<file path="config.mk">
export PLATFORM = sky130hd
export DESIGN_NAME = conv_frame_feeder
export DESIGN_NICKNAME = d
export VERILOG_FILES = /design/src/rtl/conv_pkg.sv /design/src/rtl/conv_frame_feeder.sv
export SDC_FILE = /design/constraint.sdc
export NUM_CORES = 1
export LEC_CHECK = 0
export CORE_ASPECT_RATIO = 0.6
export CORE_MARGIN = 2
export CORE_UTILIZATION = 52
export CTS_CLUSTER_DIAMETER = 200
export DETAILED_ROUTE_END_ITERATION = 16
export GPL_TIMING_DRIVEN = 0
export PLACE_DENSITY = 0.78
export SLEW_MARGIN = 40
export SYNTH_ARGS = -nofsm -noshare
export SYNTH_HDL_FRONTEND = slang
export SYNTH_SLANG_ARGS = --single-unit
</file>
<file path="constraint.sdc">
create_clock -name clk -period 2.1 [get_ports clk]
set_input_delay 0.315 -clock clk [delete_from_list [all_inputs] [get_ports clk]]
set_output_delay 0.315 -clock clk [all_outputs]
set_load 0.02 [all_outputs]
</file>
<file path="src/rtl/conv_pkg.sv">
// Shared constants and FSM state type for the convolutional-encoder frame feeder.
package conv_pkg;

   localparam int unsigned EncDepth = 3;

   typedef enum logic [1:0] {
      StIdle,
      StShift,
      StTail
   } feed_state_e;

endpackage

</file>
<file path="src/rtl/conv_frame_feeder.sv">
// Serialises DATA_W-bit beats MSB first into the encoder's b0 input and appends
// TAIL_LEN zero bits per frame so the encoder returns to the all-zero state.
module conv_frame_feeder
   import conv_pkg::*;
#(
   parameter int unsigned DATA_W   = 8,
   parameter int unsigned TAIL_LEN = EncDepth
) (
   input  logic              clk,
   input  logic              reset,
   input  logic [DATA_W-1:0] in_data,
   input  logic              in_valid,
   input  logic              in_last,
   output logic              in_ready,
   output logic              enc_bit,
   output logic              bit_valid,
   output logic              frame_start,
   output logic              tail_active,
   output logic              frame_done,
   output logic              err_underrun
);

   localparam int unsigned CntW  = (DATA_W > 1) ? $clog2(DATA_W) : 1;
   localparam int unsigned TailW = (TAIL_LEN > 1) ? $clog2(TAIL_LEN) : 1;
   localparam logic [CntW-1:0]  LastBit  = CntW'(DATA_W - 1);
   localparam logic [TailW-1:0] LastTail = TailW'(TAIL_LEN - 1);

   feed_state_e       state_q;
   logic [DATA_W-1:0] shreg_q;
   logic [CntW-1:0]   cnt_q;
   logic [TailW-1:0]  tail_cnt_q;
   logic              last_q;
   logic              enc_bit_q;
   logic              bit_valid_q;
   logic              frame_start_q;
   logic              tail_active_q;
   logic              frame_done_q;
   logic              err_underrun_q;
   logic              xfer;

   // cnt_q indexes the bit loaded into enc_bit_q at the coming edge, so the
   // next beat is accepted one cycle ahead and follows with no gap.
   assign in_ready = (state_q == StIdle) ||
                     ((state_q == StShift) && (cnt_q == LastBit) && !last_q);
   assign xfer     = in_valid && in_ready;

   always_ff @(posedge clk) begin
      if (reset) begin
         state_q        <= StIdle;
         shreg_q        <= '0;
         cnt_q          <= '0;
         tail_cnt_q     <= '0;
         last_q         <= 1'b0;
         enc_bit_q      <= 1'b0;
         bit_valid_q    <= 1'b0;
         frame_start_q  <= 1'b0;
         tail_active_q  <= 1'b0;
         frame_done_q   <= 1'b0;
         err_underrun_q <= 1'b0;
      end else begin
         frame_start_q  <= 1'b0;
         frame_done_q   <= 1'b0;
         err_underrun_q <= 1'b0;
         unique case (state_q)
            StIdle: begin
               enc_bit_q     <= 1'b0;
               bit_valid_q   <= 1'b0;
               tail_active_q <= 1'b0;
               if (xfer) begin
                  // MSB goes straight out so the first bit lands one cycle after the transfer
                  enc_bit_q     <= in_data[DATA_W-1];
                  shreg_q       <= in_data << 1;
                  last_q        <= in_last;
                  cnt_q         <= CntW'(1);
                  bit_valid_q   <= 1'b1;
                  frame_start_q <= 1'b1;
                  state_q       <= StShift;
               end
            end
            StShift: begin
               enc_bit_q   <= shreg_q[DATA_W-1];
               bit_valid_q <= 1'b1;
               shreg_q     <= shreg_q << 1;
               cnt_q       <= cnt_q + 1'b1;
               if (cnt_q == LastBit) begin
                  if (last_q) begin
                     tail_cnt_q <= '0;
                     state_q    <= StTail;
                  end else if (xfer) begin
                     shreg_q <= in_data;
                     last_q  <= in_last;
                     cnt_q   <= '0;
                  end else begin
                     err_underrun_q <= 1'b1;
                     tail_cnt_q     <= '0;
                     state_q        <= StTail;
                  end
               end
            end
            StTail: begin
               enc_bit_q <= 1'b0;
               if (frame_done_q) begin
                  bit_valid_q   <= 1'b0;
                  tail_active_q <= 1'b0;
                  state_q       <= StIdle;
               end else begin
                  bit_valid_q   <= 1'b1;
                  tail_active_q <= 1'b1;
                  tail_cnt_q    <= tail_cnt_q + 1'b1;
                  frame_done_q  <= (tail_cnt_q == LastTail);
               end
            end
            default: state_q <= StIdle;
         endcase
      end
   end

   assign enc_bit      = enc_bit_q;
   assign bit_valid    = bit_valid_q;
   assign frame_start  = frame_start_q;
   assign tail_active  = tail_active_q;
   assign frame_done   = frame_done_q;
   assign err_underrun = err_underrun_q;

endmodule

</file>
== Word level (Yosys, flattened, before mapping) ==
Index checks and enable logic that the tools add are counted.
Storage, ports and cells
  input port bits: 12
  bits in registers: 22
  output and inout port bits: 7
Operators by class
  reductions and logical operators: 17
  eq/ne operators: 9
  bitwise operators: 4
  add/subtract/negate cells: 2
  muxes and demuxes: 33
Operators by type and width (number)
  8-bit two-way mux: 4
  2-bit two-way mux: 9
  8-bit one-hot mux with 2 select lines: 1
  3-bit two-way mux: 4
  1-bit two-way mux: 8
  4-bit AND reduction: 2
  2-bit != test, second input constant: 3
  1-bit one-hot mux with 3 select lines: 2
  2-bit one-hot mux with 3 select lines: 1
  3-bit one-hot mux with 2 select lines: 1
  2-bit nonzero test: 3
  2-bit == test, second input constant: 2
  1-bit inverter: 4
  1-bit one-hot mux with 2 select lines: 2
  2-bit one-hot mux with 2 select lines: 1
  4-bit OR reduction: 1
  3-bit by 1-bit adder with 3-bit output, second input constant: 1
  3-bit == test, second input constant: 1
  1-bit logical AND: 3
  3-bit != test, second input constant: 1
  3-bit AND reduction: 1
  3-bit nonzero test: 1
  3-bit OR reduction: 1
  2-bit by 1-bit adder with 2-bit output, second input constant: 1
  other kinds (7): 7

== Longest topological paths before layout ==
Gate-level depths: netlist of run 1.
  depth in word-level cells: 9
  gate-level depth with buffers: 8
  gate-level depth less buffers: 6

== Worst setup path after synthesis of run 1 ==
OpenSTA, ideal clock, no wires.
  kind: register to register
  start point: reg state_q[0]
  end point: reg cnt_q[1]
  stages on the path, launching flop included: 9
  setup slack: 0.462 ns
  setup time: 0.128 ns
  data required time: 1.972 ns
  path buffers: 2
  arrival: 1.511 ns
  cells stage by stage: dfxtp_1 > inv_1 > ha_1 > buf_6 > and2b_4 > or2_1 > buf_6 > a22oi_1 > nor2_1
On the way
  longest elaborated chain between the ends: 9
  elaborated cells on any way between the ends: 13
  classes of those cells: eq/ne (2); mux (4); reduce/logical (7)
Ends and longest elaborated chain
  start, declared: RTL line conv_frame_feeder.sv:28  | feed_state_e state_q;
  start signal, assigned: RTL line conv_frame_feeder.sv:49  | state_q <= StIdle;
  start signal, assigned: RTL line conv_frame_feeder.sv:77  | state_q <= StShift;
  start signal, assigned: RTL line conv_frame_feeder.sv:88  | state_q <= StTail;
  2-bit by 1-bit == test with 1-bit output: RTL line conv_frame_feeder.sv:44, conv_frame_feeder.sv:64
  1-bit logical AND (2 in series): RTL line conv_frame_feeder.sv:44  | ((state_q == StShift) && (cnt_q == LastBit) && !last_q);
  1-bit logical OR: RTL line conv_frame_feeder.sv:43  | assign in_ready = (state_q == StIdle) ||
  1-bit logical AND: RTL line conv_frame_feeder.sv:45  | assign xfer = in_valid && in_ready;
  3-bit two-way mux: RTL line conv_frame_feeder.sv:89  | end else if (xfer) begin
  3-bit two-way mux: RTL line conv_frame_feeder.sv:86  | if (last_q) begin
  3-bit two-way mux: RTL line conv_frame_feeder.sv:85  | if (cnt_q == LastBit) begin
  3-bit one-hot mux with 2 select lines: RTL line conv_frame_feeder.sv:64  | unique case (state_q)
  end signal, assigned: RTL line conv_frame_feeder.sv:74  | cnt_q <= CntW'(1);
  end signal, assigned: RTL line conv_frame_feeder.sv:84  | cnt_q <= cnt_q + 1'b1;
  end, declared: RTL line conv_frame_feeder.sv:30  | logic [CntW-1:0] cnt_q;
Parallel ways exist; a longest one is shown, timed or not.
A chain may end at the register's enable or synchronous reset.

== Final worst setup path of run 1 ==
  start point: reg state_q[1]
  end point: out in_ready
On the way
  longest elaborated chain between the ends: 4
  elaborated cells on any way between the ends: 5
  classes of those cells: eq/ne (1); reduce/logical (4)
Ends and longest elaborated chain
  2-bit by 1-bit == test with 1-bit output: RTL line conv_frame_feeder.sv:44
  1-bit logical AND (2 in series): RTL line conv_frame_feeder.sv:44
  1-bit logical OR (*): RTL line conv_frame_feeder.sv:43
  end, declared: RTL line conv_frame_feeder.sv:14  | output logic in_ready,
Mark *: on every way between the ends. The rest lies on a longest branch, timed or not.

==> results of run 1 <==
worst max-delay path, cell delays in order (launching register included):
cell and delay [ns]:
dfxtp_1 0.35, inv_1 0.13, ha_1 0.20, buf_4 0.19, nand3b_1 0.17, nand2_1 0.12, clkbuf_2 0.17
final timing paths:
| check | start | to | slack, ns |
|---|---|---|---|
| setup / recovery | state_q[1] | in_ready | 0.20 |
| hold / removal | enc_bit | enc_bit | 0.48 |
| setup reg to reg | state_q[1] | cnt_q[2] | 0.36 |
| hold reg to reg | enc_bit | enc_bit | 0.48 |
synthesized netlist by cell type, drive strengths merged:
| cell | instances | area (um2) |
|---|---|---|
| nor2 | 13 | 48.8 |
| ha | 9 | 113 |
| mux2i | 2 | 20.0 |
| o21a | 2 | 15.0 |
| nor3 | 10 | 60.1 |
| a21oi | 5 | 25.0 |
| inv | 8 | 30.0 |
| nor2b | 6 | 37.5 |
| a31oi | 5 | 31.3 |
| or2 | 1 | 6.26 |
| nand3b | 1 | 7.51 |
| buf | 6 | 53.8 |
| o22ai | 5 | 31.3 |
| nand2 | 9 | 33.8 |
| and2 | 1 | 8.76 |
| and3b | 2 | 21.3 |
| and2b | 1 | 10.0 |
| a22oi | 6 | 45.0 |
| or4 | 2 | 15.0 |
| o21ai | 3 | 15.0 |
| a221oi | 6 | 52.6 |
| o211ai | 1 | 7.51 |
| dfxtp | 22 | 440 |
| nand2b | 6 | 37.5 |
| clkbuf | 1 | 3.75 |
sequential cells by signal, indices dropped and copies added, names as in the netlist:
| register | cells |
|---|---|
| shreg_q | 8 |
| cnt_q | 3 |
| state_q | 2 |
| tail_cnt_q | 2 |
| bit_valid | 1 |
| enc_bit | 1 |
| err_underrun | 1 |
| frame_done | 1 |
| frame_start | 1 |
| last_q | 1 |
| tail_active | 1 |
stage by stage:
| stage | utilization, % | hold WS (ns) | setup slack, ns | power, mW | area (um2) |
|---|---|---|---|---|---|
| final | 67.1 | 0.483 | 0.198 | 1.81 | 1440 |
| after detailed placement | 64.6 | 0.468 | 0.00991 | 1.49 | 1390 |
| after floorplan | - | 0.446 | 0.462 | 1.25 | 1170 |
| after global placement | 64.6 | 0.461 | 0.0356 | 1.46 | 1390 |
| after CTS | 67.2 | 0.486 | 0.0531 | 1.80 | 1440 |
| after global routing | 67.1 | 0.498 | 0.111 | 1.94 | 1440 |
what timing repair did:
action                     CTS  global route
cloned                       0             0
gates resized for setup      2             3
setup endpoints to repair    1             1
layout make-up:
cell class | count | area, um2 | share of cell area (%)
Timing Repair Buffer | 18 | 175 | 12.2
Tap cell | 30 | 37.5 | 2.60
Buffer | 7 | 60.1 | 4.17
Inverter | 8 | 30.0 | 2.08
Multi-Input combinational cell | 96 | 642 | 44.5
Clock buffer | 4 | 55.1 | 3.82
Sequential cell | 22 | 442 | 30.6
layer usage:
metal  track usage, %  wire length [um]  vias up
met1             29.8              1280      516
li1                 -                 -      518
met3             7.42               238        2
met4             1.56                 7        0
met2             40.3              1240       51
met5                0                 0        -
cells in the final DEF (no fill, tap or decap), types with 3 or more instances in the layout:
cell | Yosys | routed
dfxtp_1 | 22 | 21
clkdlybuf4s50_1 | 0 | 17
nor2_1 | 13 | 13
nand2_1 | 9 | 9
ha_1 | 9 | 9
inv_1 | 8 | 8
nor3_1 | 8 | 8
nor2b_1 | 6 | 6
a221oi_1 | 6 | 6
a22oi_1 | 6 | 6
nand2b_1 | 6 | 6
o22ai_1 | 5 | 5
a21oi_1 | 5 | 5
a31oi_1 | 5 | 5
buf_6 | 4 | 4
clkbuf_8 | 0 | 4
o21ai_0 | 3 | 3
where the power goes:
| group | switching (mW) | internal (mW) | leakage [nW] |
|---|---|---|---|
| logic | 0.517 | 0.390 | 0.351 |
| clock network | 0.144 | 0.167 | 0.0288 |
| registers | 0.0722 | 0.523 | 0.180 |
| total | 0.733 | 1.08 | 0.560 |
cell families (layout without fill, tap and decap cells):
group	Yosys count	in the layout	share of synthesized area (%)
AO/OA/AOI/OAI	33	33	19.0
adder cells (fa/ha/maj)	9	9	9.63
buffers and inverters	15	37	7.49
flip-flops	22	22	37.6
multiplexers	2	2	1.71
AND/OR/NAND/NOR	52	52	24.5
==> run metrics, run 1 <==
run status=complete, no violations; Mean Syn Cell Area=8.80 um2; Critical Path Source Type=register; die height=a little over 40 um; First-pass DRT Iterations=4; initial antenna violation count=0; Netlist cell types=29; largest net degree at the start of global routing=13; DP Cell Count=about 180; RSZ-0062 raised after global routing=false; DP HPWL=just over 2000 um; final net count=~180; Synth Register Bits=22; worst path required time=1.78 ns; CTS Hold Bufs=0; syn_nets=~150; crit path time final=1.90 ns; vias in the first global route=between 900 and 1k; Max Cap Violations=0; Non-Filler Instances=about 190; sequential element share of the synthesized area=between 30 and 40%; yosys warns=0; PD cells=between 1000 and 1500 nW/um2; crit path DAT=~1.6 ns; clock buffer depth=2; Congestion Overflow GR=0; die area=approximately 2700 um2; Lkg Pwr=0.560 nW; Hold Fails Final Rpt=0; Clock Skew=roughly 0.0024 ns; share of layout cells above drive strength 1=10.3%; worst-margin pin slew=between 0.5 and 0.6 ns; vias=1087; Max FO, Critical Path=10; Layout area overhead=23.2%; Tot GR Track Use=23.0%; cts bufs inserted=3; Clock Latency Late Sink=about 0.26 ns; Routed Antenna Nets=0; FF-to-FF path depth=8; Worst-path clk slew=approximately 0.080 ns; Synth Cell Area=approximately 1200 um2; Port Buffers=18; hold depth=2; # IOs=19; Crit. End Element=primary output; clk sinks=22; # Post-CTS Setup Buffers=0; DIE WIDTH=65.2 um; clk root buf=clkbuf_8; 1st-iter DRT viols=89; number of diodes=0; Site Rows=13; CORE AREA=2150 um2; DRC viols=0; final period utilization=between 90 and 100%; Fmax=between 0.5 and 0.6 GHz; CTS tree=built; final wirelength=2760 um; global-route wire length before repair=4480 um; Final setup viols=0; gpl congestion=slightly below 0.8; Setup CP Type=reg -> out; wire per inst=14.9 um; fillers=188; worst min path class=reg -> reg; initial core utilization=between 50% and 60%; setup_tns=0 ns; maximum vdd drop=about 0.00064 V; vias per cell=between 5 and 6; Post-Syn Instances=133; max-slew violation count=0; H-tree depth=1; Worst slew margin=around 65%
No activity file was read; power rests on OpenSTA's default activity.
==> run 2: changes to the inputs <==
--- a/config.mk
+++ b/config.mk
@@ -8,7 +8,7 @@
 export CORE_ASPECT_RATIO = 0.6
 export CORE_MARGIN = 2
 export CORE_UTILIZATION = 52
-export CTS_CLUSTER_DIAMETER = 200
+export CTS_CLUSTER_DIAMETER = 60
 export DETAILED_ROUTE_END_ITERATION = 16
 export GPL_TIMING_DRIVEN = 0
 export PLACE_DENSITY = 0.78
==> results of run 2 <==
Final layout, timing and power as in run 1 (identical DEF).
